**src/rtl/btn_conditioner_pkg.sv**
```systemverilog
// Shared types and 48 MHz defaults for the push-button conditioner.
package btn_pkg;

    typedef enum logic [1:0] {
        RELEASED,
        PRESS_PEND,
        PRESSED,
        RELEASE_PEND
    } btn_state_e;

    localparam bit          DefActiveLow       = 1'b1;
    localparam int unsigned DefDebounceCycles  = 480000;    // 10 ms
    localparam int unsigned DefLongPressCycles = 96000000;  // 2 s
    localparam int unsigned DefRstPulseCycles  = 16;

endpackage

```
**src/rtl/btn_conditioner_if.sv**
```systemverilog
// Button pad input and conditioned outputs; master is the conditioner side.
interface btn_conditioner_if;
    logic btn_raw;
    logic btn_level;
    logic press_pulse;
    logic release_pulse;
    logic long_pulse;
    logic rst_req_n;

    modport master (
        input  btn_raw,
        output btn_level, press_pulse, release_pulse, long_pulse, rst_req_n
    );

    modport slave (
        output btn_raw,
        input  btn_level, press_pulse, release_pulse, long_pulse, rst_req_n
    );
endinterface

```
**src/rtl/btn_conditioner_sync2.sv**
```systemverilog
// Two-flop synchroniser for an asynchronous pad input, reset to RstVal.
module sync2 #(
    parameter logic RstVal = 1'b0
) (
    input  logic clk,
    input  logic rst,
    input  logic d_i,
    output logic q_o
);
    logic s1_q, s2_q;

    always_ff @(posedge clk or posedge rst) begin
        if (rst) begin
            s1_q <= RstVal;
            s2_q <= RstVal;
        end else begin
            s1_q <= d_i;
            s2_q <= s1_q;
        end
    end

    assign q_o = s2_q;
endmodule

```
**src/rtl/btn_conditioner.sv**
```systemverilog
// Push-button conditioner: sync, debounce, press/release strobes.
// Long-press detect and reset-request pulse exist only with BTNC_LONG_PRESS_EN defined.
module btn_conditioner
    import btn_pkg::*;
#(
    parameter bit          ACTIVE_LOW        = DefActiveLow,
    parameter int unsigned DEBOUNCE_CYCLES   = DefDebounceCycles,
    parameter int unsigned LONG_PRESS_CYCLES = DefLongPressCycles,
    parameter int unsigned RST_PULSE_CYCLES  = DefRstPulseCycles
) (
    input logic               clk,
    input logic               rst,
    btn_conditioner_if.master bus
);
    localparam int unsigned     DebW    = $clog2(DEBOUNCE_CYCLES + 1);
    localparam logic [DebW-1:0] DebLast = DebW'(DEBOUNCE_CYCLES - 1);

    logic            btn_sync;
    logic            p;
    btn_state_e      state_q, state_d;
    logic [DebW-1:0] deb_cnt_q, deb_cnt_d;
    logic            level_q, level_d;
    logic            press_q, press_d;
    logic            release_q, release_d;

    sync2 #(
        .RstVal(1'(ACTIVE_LOW))
    ) u_sync2 (
        .clk(clk),
        .rst(rst),
        .d_i(bus.btn_raw),
        .q_o(btn_sync)
    );

    assign p = btn_sync ^ ACTIVE_LOW;

    always_comb begin
        state_d   = state_q;
        deb_cnt_d = deb_cnt_q;
        level_d   = level_q;
        press_d   = 1'b0;
        release_d = 1'b0;
        unique case (state_q)
            RELEASED: begin
                if (p) begin
                    state_d   = PRESS_PEND;
                    deb_cnt_d = DebW'(1);
                end
            end
            PRESS_PEND: begin
                if (!p) begin
                    state_d   = RELEASED;
                    deb_cnt_d = '0;
                end else if (deb_cnt_q == DebLast) begin
                    state_d   = PRESSED;
                    deb_cnt_d = '0;
                    level_d   = 1'b1;
                    press_d   = 1'b1;
                end else if (deb_cnt_q < DebLast) begin
                    deb_cnt_d = deb_cnt_q + 1'b1;
                end
            end
            PRESSED: begin
                if (!p) begin
                    state_d   = RELEASE_PEND;
                    deb_cnt_d = DebW'(1);
                end
            end
            RELEASE_PEND: begin
                if (p) begin
                    state_d   = PRESSED;
                    deb_cnt_d = '0;
                end else if (deb_cnt_q == DebLast) begin
                    state_d   = RELEASED;
                    deb_cnt_d = '0;
                    level_d   = 1'b0;
                    release_d = 1'b1;
                end else if (deb_cnt_q < DebLast) begin
                    deb_cnt_d = deb_cnt_q + 1'b1;
                end
            end
            default: state_d = RELEASED;
        endcase
    end

    always_ff @(posedge clk or posedge rst) begin
        if (rst) begin
            state_q   <= RELEASED;
            deb_cnt_q <= '0;
            level_q   <= 1'b0;
            press_q   <= 1'b0;
            release_q <= 1'b0;
        end else begin
            state_q   <= state_d;
            deb_cnt_q <= deb_cnt_d;
            level_q   <= level_d;
            press_q   <= press_d;
            release_q <= release_d;
        end
    end

    assign bus.btn_level     = level_q;
    assign bus.press_pulse   = press_q;
    assign bus.release_pulse = release_q;

`ifdef BTNC_LONG_PRESS_EN
    localparam int unsigned      HoldW   = $clog2(LONG_PRESS_CYCLES + 1);
    localparam int unsigned      RstW    = $clog2(RST_PULSE_CYCLES + 1);
    localparam logic [HoldW-1:0] HoldMax = HoldW'(LONG_PRESS_CYCLES);

    logic [HoldW-1:0] hold_cnt_q, hold_cnt_d;
    logic [RstW-1:0]  rst_cnt_q, rst_cnt_d;
    logic             long_q;
    logic             rst_req_n_q;
    logic             holding;
    logic             fire;

    // Hold timer runs through release bounces; only a new accepted press clears it.
    assign holding = (state_q == PRESSED) || (state_q == RELEASE_PEND);
    assign fire    = holding && (hold_cnt_q == HoldW'(LONG_PRESS_CYCLES - 1));

    always_comb begin
        hold_cnt_d = hold_cnt_q;
        rst_cnt_d  = rst_cnt_q;
        if ((state_q == PRESS_PEND) && (state_d == PRESSED)) begin
            hold_cnt_d = '0;
        end else if (holding && (hold_cnt_q < HoldMax)) begin
            hold_cnt_d = hold_cnt_q + 1'b1;
        end
        if (fire) begin
            rst_cnt_d = RstW'(RST_PULSE_CYCLES);
        end else if (rst_cnt_q != '0) begin
            rst_cnt_d = rst_cnt_q - 1'b1;
        end
    end

    always_ff @(posedge clk or posedge rst) begin
        if (rst) begin
            hold_cnt_q  <= '0;
            rst_cnt_q   <= '0;
            long_q      <= 1'b0;
            rst_req_n_q <= 1'b1;
        end else begin
            hold_cnt_q  <= hold_cnt_d;
            rst_cnt_q   <= rst_cnt_d;
            long_q      <= fire;
            rst_req_n_q <= (rst_cnt_d == '0);
        end
    end

    assign bus.long_pulse = long_q;
    assign bus.rst_req_n  = rst_req_n_q;
`else
    assign bus.long_pulse = 1'b0;
    assign bus.rst_req_n  = 1'b1;
`endif

endmodule

```
**src/flat_wrapper.sv**
```systemverilog
// flat-port wrapper written by rule: the top's interface ports become plain ports
module btn_conditioner_flat import btn_pkg::*;
#(
    parameter bit          ACTIVE_LOW        = DefActiveLow,
    parameter int unsigned DEBOUNCE_CYCLES   = DefDebounceCycles,
    parameter int unsigned LONG_PRESS_CYCLES = DefLongPressCycles,
    parameter int unsigned RST_PULSE_CYCLES  = DefRstPulseCycles
)
  (clk, rst, bus_btn_raw, bus_btn_level, bus_press_pulse, bus_release_pulse, bus_long_pulse, bus_rst_req_n);
  btn_conditioner_if bus_i ();
  input logic clk;
  input logic rst;
  input wire logic [$bits(bus_i.btn_raw)-1:0] bus_btn_raw;
  output wire logic [$bits(bus_i.btn_level)-1:0] bus_btn_level;
  output wire logic [$bits(bus_i.press_pulse)-1:0] bus_press_pulse;
  output wire logic [$bits(bus_i.release_pulse)-1:0] bus_release_pulse;
  output wire logic [$bits(bus_i.long_pulse)-1:0] bus_long_pulse;
  output wire logic [$bits(bus_i.rst_req_n)-1:0] bus_rst_req_n;
  assign bus_i.btn_raw = bus_btn_raw;
  assign bus_btn_level = bus_i.btn_level;
  assign bus_press_pulse = bus_i.press_pulse;
  assign bus_release_pulse = bus_i.release_pulse;
  assign bus_long_pulse = bus_i.long_pulse;
  assign bus_rst_req_n = bus_i.rst_req_n;
  btn_conditioner #(.ACTIVE_LOW(ACTIVE_LOW), .DEBOUNCE_CYCLES(DEBOUNCE_CYCLES), .LONG_PRESS_CYCLES(LONG_PRESS_CYCLES), .RST_PULSE_CYCLES(RST_PULSE_CYCLES)) u_core (.clk(clk), .rst(rst), .bus(bus_i));
endmodule
```
**config.mk**
```make
export PLATFORM = sky130hd
export DESIGN_NAME = btn_conditioner_flat
export DESIGN_NICKNAME = d
export VERILOG_FILES = /design/src/rtl/btn_conditioner_pkg.sv /design/src/rtl/btn_conditioner_if.sv /design/src/rtl/btn_conditioner_sync2.sv /design/src/rtl/btn_conditioner.sv /design/src/flat_wrapper.sv
export SDC_FILE = /design/constraint.sdc
export NUM_CORES = 1
export LEC_CHECK = 0
export CORE_MARGIN = 2
export CORE_UTILIZATION = 23
export DETAILED_ROUTE_END_ITERATION = 16
export RECOVER_POWER = 100
export SLEW_MARGIN = 40
export SYNTH_ARGS = -nofsm -noshare
export SYNTH_HDL_FRONTEND = slang
export SYNTH_SLANG_ARGS = --single-unit
export TNS_END_PERCENT = 20
```
**constraint.sdc**
```tcl
create_clock -name clk -period 6.02 [get_ports clk]
set_input_delay 1.204 -clock clk [delete_from_list [all_inputs] [get_ports clk]]
set_output_delay 1.204 -clock clk [all_outputs]
set_load 0.005 [all_outputs]
```
==> run_results.csv, run 1 <==
group,metric,value,unit
synth,synth-simple-area-share,0.237,
place,hpwl,2210,um
timing,final-max-slew-violation-count,22,
place,postPlaceCellArea,0.00164,sq mm
clock_tree,clk_latency,0.27,ns
detailed_routing,drtAntennaViolNets,0,
die,ios,8,
detailed_routing,firstDrtPassIters,4,
synth,synthArstFlopShare,1.00,
timing,tightest_slew,1.65,ns
clock_tree,cts_tree,"yes",
detailed_routing,drc,0,
timing,slew_headroom,-0.103,
layout,drive_gt1_frac,0.0932,
layout,utilization,0.260,
clock_tree,clkTransAtPathRegs,0.09,ns
place,dp.cells,234,
layout,nNetsFinal,166,
global_route,grt_pass1_vias,1192,
synth,synth_edf_count,0,
power,switching_share,0.302,
die,die_area,0.00742,sq mm
power,internal_power,0.308,mW
synth,synth.area.mux_share,0.00645,
timing,finalCriticalPeriod,3.24,ns
detailed_routing,wl_per_cell,13.6,um
job,cap_violations,1,
synth,synth_top_area_cell,"dfrtp_1",
worst_setup_path,max_stage_delay,0.82,ns
clock_tree,cts_resized,0,
synth,syn_inst,160,
detailed_routing,viasPerCell,5.18,
place,place_ws,3.73,ns
global_route,overflow,0,
worst_setup_path,cp_top_family,"simple AND/OR/NAND/NOR gates",
synth,synth_area_leaders,"dfrtp_1 39%, nand3_1 3.5%, dfstp_2 3.4%, a31oi_1 3.2%, o21ai_1 3.2%",
detailed_routing,vias,1234,
synth,synth_fa_ha_area_frac,0.00806,
timing,max_freq,309,MHz
die,rows,29,
worst_setup_path,required,6.18,ns
synth,syn_avg_cell_area,9.70,sq um
hold_path,hp-class,"flip-flop to flip-flop",
synth,synth_flop_cell,"dfrtp_1",
timing,rsz0062_at_grt,"false",
timing,setup_slack,2.78,ns
synth,synth_warnings,0,
clock_tree,clockRootBuffer,"clkbuf_8",
layout,final_common_cell,"dfrtp_1",
clock_tree,cts.sinks,26,
power,peakVddDrop,78.4,uV
die,die_w,86.1,um
clock_tree,postCtsSetupBuffers,0,
die,start_util,0.242,
layout,layout_common_cells,"24 x dfrtp_1, 11 x nand3_1, 9 x nand2_1, 9 x inv_1, 8 x a31oi_1",
power,seq_power_share,0.471,
layout,fillers,676,
global_route,grt_first_pass_wirelength,5700,um
worst_setup_path,path_cells,"or4_1 -> nor4_1 -> a21oi_1 -> a41oi_1 -> a31oi_1",
clock_tree,cts_made_buffers,3,
layout,ff_latch_area,653,sq um
synth,syn-num-nets,164,
worst_setup_path,end_kind,"flip-flop",
status,violations,"capacitance limit, slew limit",
worst_setup_path,crit_fanout,21,
synth,synth_area,0.00155,sq mm
timing,fin_hold_ws,0.361,ns
detailed_routing,wl,3240,um
timing,finClkSkew,0.00507,ns
synth,ys_ff_latch,26,
detailed_routing,drt-initial-drc-count,72,
global_route,grt_max_degree,27,
worst_setup_path,startpoint_type,"flip-flop",
clock_tree,htreeDepth,1,
layout,multiInputGateArea,764,sq um
timing,setup_viol,0,
die,dieHeight,86.1,um
die,coreArea,0.00642,sq mm
timing,period_share,0.537,
global_route,grt_usage,0.0938,
worst_setup_path,worst-setup-path-type,"flip-flop to flip-flop",
synth,synth_top_family_by_area,"compound AO/OA/AOI/OAI gates",
place,io_buffers,5,
worst_setup_path,worst_path_max_delay_cell,"nor4_1",
place,place.gp.congestion,0.755,
clock_tree,holdBufCountCts,0,
layout,fin_cells,238,
timing,setup_tns,0,ns
worst_setup_path,arrival,3.40,ns
synth,synth_cell_types,50,
synth,synthXorXnorAreaFrac,0.00565,
synth,yosysTopAreaCellShare,0.387,
power,p_sw,0.133,mW
synth,yosysSeqAreaShare,0.421,
power,power_density,264,mW/mm^2
status,status,"complete, but fails checks",
timing,finalHoldViolCount,0,
clock_tree,clock_path_buffers,2,
power,power,0.441,mW
power,pwr-share-clk,0.333,
power,leakagePower,0.692,nW
synth,synth-compound-area-share,0.256,
layout,synthToLayoutAreaGrowth,7.58,%
layout,final_cell_area,0.00167,sq mm
layout,antennaDiodeCount,0,
global_route,antenna_found_initial,0,
worst_setup_path,crit_buf_inv,0,
power,p_comb_frac,0.196,
## layer usage
layer	track usage	vias up	wire, um
met5	0	-	0
met4	0.00866	0	0
met3	0.0298	0	148
met2	0.153	20	1490
met1	0.126	603	1600
li1	-	611	-
## kinds of logic (layout without fill, tap and decap cells)
family / count (synthesis) / in the layout
XOR/XNOR: 1 / 1
multiplexers: 1 / 1
flip-flops: 26 / 26
other: 2 / 2
AO/OA/AOI/OAI: 52 / 52
adder cells (fa/ha/maj): 1 / 1
buffers and inverters: 17 / 18
AND/OR/NAND/NOR: 60 / 60
## synthesized netlist by cell type, drive strengths merged, types with 3 or more instances
library cell and n:
a31oi 8, and2 3, a21o 7, o21ai 12, inv 9, o211ai 6
or3 3, or4 5, buf 7, nand4 7, dfrtp 24, and3 6
nor2 4, nand2 10, nand3 11, a21oi 7
## path summary, 6_finish.rpt
check                      cells after the start  slack [ns]            startpoint                   end
setup / recovery                               5        2.78  u_core.deb_cnt_q[15]   u_core.deb_cnt_q[6]
hold / removal                                 0        0.36   u_core.u_sync2.s1_q    u_core.u_sync2.q_o
setup reg to reg                               5        2.78  u_core.deb_cnt_q[15]   u_core.deb_cnt_q[6]
hold reg to reg                                0        0.36   u_core.u_sync2.s1_q    u_core.u_sync2.q_o
max in group asynchronous                      2        3.80                   rst  u_core.deb_cnt_q[16]
min in group asynchronous                      2        1.61                   rst  u_core.deb_cnt_q[15]
## registers in the layout (all words and copies together), names as in the netlist, named ones only
name,flops
u_core.bus.btn_level,1
u_core.bus.press_pulse,1
u_core.bus.release_pulse,1
u_core.deb_cnt_q,19
u_core.state_q,1
u_core.u_sync2.q_o,1
u_core.u_sync2.s1_q,1
## area by class of cell
type,count,area share
clock buffers,3,0.0247
clock inverters,1,0.0180
inverters,9,0.0202
multi-input cells,117,0.458
flip-flops and latches,26,0.391
well taps,77,0.0577
repair buffers,5,0.0300
## power by group through the flow
stage | combinational, mW | clock, mW | sequential [mW]
final | 0.0867 | 0.147 | 0.208
after global routing | 0.0981 | 0.157 | 0.211
after CTS | 0.0961 | 0.151 | 0.208
after detailed placement | 0.0955 | 0 | 0.211
after global placement | 0.0923 | 0 | 0.210
after floorplan | 0.0895 | 0 | 0.202
Note: power is estimated with default switching activity, not from simulation.
==> inputs of run 2 (changes only) <==
- clock period: 6.02 -> 2.9 ns (I/O delays scaled with it)
==> run 2 against run 1 <==
  * The run now ends clean
  * Fmax increased by 31%
  * Clock power increased by 110%
  * Critical path type unchanged
  * Critical path depth unchanged
  * Utilization increased by 0.60 points
==> run_results.csv, run 2 (same netlist as run 1, synthesis figures left out) <==
group,metric,value,unit
status,status,"finished, final reports clean",
layout,antennaDiodeCount,0,
clock_tree,clk_latency,0.27,ns
die,die_area,0.00742,sq mm
timing,finalHoldViolCount,0,
global_route,grt_max_degree,27,
worst_setup_path,path_cells,"or4_1 -> nor4_4 -> a21oi_2 -> a21o_1 -> a21o_1",
timing,slew_headroom,0.0204,
die,dieHeight,86.1,um
place,hpwl,2250,um
timing,finalCriticalPeriod,2.47,ns
timing,setup_viol,0,
power,peakVddDrop,285,uV
timing,setup_slack,0.435,ns
timing,tightest_slew,1.47,ns
layout,nNetsFinal,167,
layout,final_common_cell,"dfrtp_1",
layout,multiInputGateArea,800,sq um
layout,regMostFlops,"u_core.deb_cnt_q",
worst_setup_path,cp_top_family,"simple AND/OR/NAND/NOR gates",
clock_tree,htreeDepth,1,
detailed_routing,firstDrtPassIters,6,
layout,layout_common_cells,"24 x dfrtp_1, 11 x nand3_1, 9 x nand2_1, 9 x inv_1, 8 x a31oi_1",
die,die_w,86.1,um
global_route,grt_pass1_vias,1184,
worst_setup_path,crit_top_cell,"a21o_1",
detailed_routing,wl_per_cell,14.1,um
clock_tree,holdBufCountCts,0,
clock_tree,postCtsSetupBuffers,0,
clock_tree,clkTransAtPathRegs,0.10,ns
layout,fillers,648,
hold_path,hp-class,"flip-flop to flip-flop",
clock_tree,cts_resized,0,
worst_setup_path,end_kind,"flip-flop",
place,io_buffers,5,
die,ios,8,
global_route,overflow,0,
detailed_routing,vias,1226,
layout,drive_gt1_frac,0.117,
die,coreArea,0.00642,sq mm
worst_setup_path,max_stage_delay,0.63,ns
timing,max_freq,406,MHz
place,place_ws,0.587,ns
die,rows,29,
place,place.gp.congestion,0.792,
die,start_util,0.242,
timing,setup_tns,0,ns
detailed_routing,drc,0,
global_route,grt_first_pass_wirelength,5710,um
global_route,grt_usage,0.0940,
layout,largest_reg_flops,19,
worst_setup_path,crit_fanout,21,
worst_setup_path,crit_buf_inv,0,
power,leakagePower,0.700,nW
global_route,antenna_found_initial,0,
layout,synthToLayoutAreaGrowth,10.1,%
timing,rsz0062_at_grt,"false",
timing,period_share,0.850,
worst_setup_path,startpoint_type,"flip-flop",
job,cap_violations,0,
worst_setup_path,worst-setup-path-type,"flip-flop to flip-flop",
detailed_routing,wl,3380,um
detailed_routing,drtAntennaViolNets,0,
worst_setup_path,required,3.07,ns
detailed_routing,drt-initial-drc-count,143,
timing,finClkSkew,0.00567,ns
clock_tree,clockRootBuffer,"clkbuf_8",
worst_setup_path,worst_path_max_delay_cell,"or4_1",
timing,final-max-slew-violation-count,0,
worst_setup_path,arrival,2.63,ns
clock_tree,cts.sinks,26,
power,power_density,546,mW/mm^2
clock_tree,cts_made_buffers,3,
detailed_routing,viasPerCell,5.13,
clock_tree,cts_tree,"yes",
layout,ff_latch_area,653,sq um
clock_tree,clock_path_buffers,2,
==> run 2: worst reg2reg max path, cell delays in order (launching register included) <==
cell	delay, ns
dfrtp_1	0.47
or4_1	0.63
nor4_4	0.50
a21oi_2	0.35
a21o_1	0.26
a21o_1	0.17
==> run 2: where the power goes <==
group	switching (mW)	leakage [nW]	internal [mW]	total (mW)
combinational	0.122	0.314	0.0720	0.194
clock	0.119	0.0357	0.185	0.304
sequential	0.0417	0.351	0.392	0.433
total	0.283	0.700	0.648	0.932
==> run 2: layout make-up <==
class / instances / area share
clock buffers: 3 / 0.0242
clock inverters: 1 / 0.0176
inverters: 9 / 0.0198
multi-input cells: 117 / 0.468
flip-flops and latches: 26 / 0.382
well taps: 77 / 0.0564
repair buffers: 6 / 0.0315
==> run 2: path summary, 6_finish.rpt <==
kind	start	endpoint	slack, ns	cells past startpoint
hold / removal	u_core.u_sync2.s1_q	u_core.u_sync2.q_o	0.36	0
max in group asynchronous	rst	u_core.deb_cnt_q[11]	0.80	3
setup reg to reg	u_core.deb_cnt_q[15]	u_core.deb_cnt_q[13]	0.43	5
hold reg to reg	u_core.u_sync2.s1_q	u_core.u_sync2.q_o	0.36	0
setup / recovery	u_core.deb_cnt_q[15]	u_core.deb_cnt_q[13]	0.43	5
min in group asynchronous	rst	u_core.deb_cnt_q[9]	1.25	3
==> run 2: metrics by stage <==
stage | area [sq um] | hold WS [ns] | total power, mW | util | std cells
after floorplan | 1550 | 0.345 | 0.604 | - | 160
after global placement | 1640 | 0.348 | 0.630 | 0.256 | 235
after detailed placement | 1650 | 0.347 | 0.640 | 0.257 | 235
after CTS | 1720 | 0.362 | 0.945 | 0.268 | 239
after global routing | 1710 | 0.370 | 0.978 | 0.266 | 239
final | 1710 | 0.361 | 0.932 | 0.266 | 239
==> run 2: metal layers <==
layer	vias up	track usage	wire, um
met5	-	0	0
met4	0	0.0173	0
met3	0	0.0164	111
met2	30	0.152	1560
met1	587	0.133	1710
li1	609	-	-
==> inputs of run 3 (changes only) <==
- SETUP_SLACK_MARGIN: unset -> 0.05
==> results of run 3 <==
Final layout, timing and power as in run 2 (identical DEF).
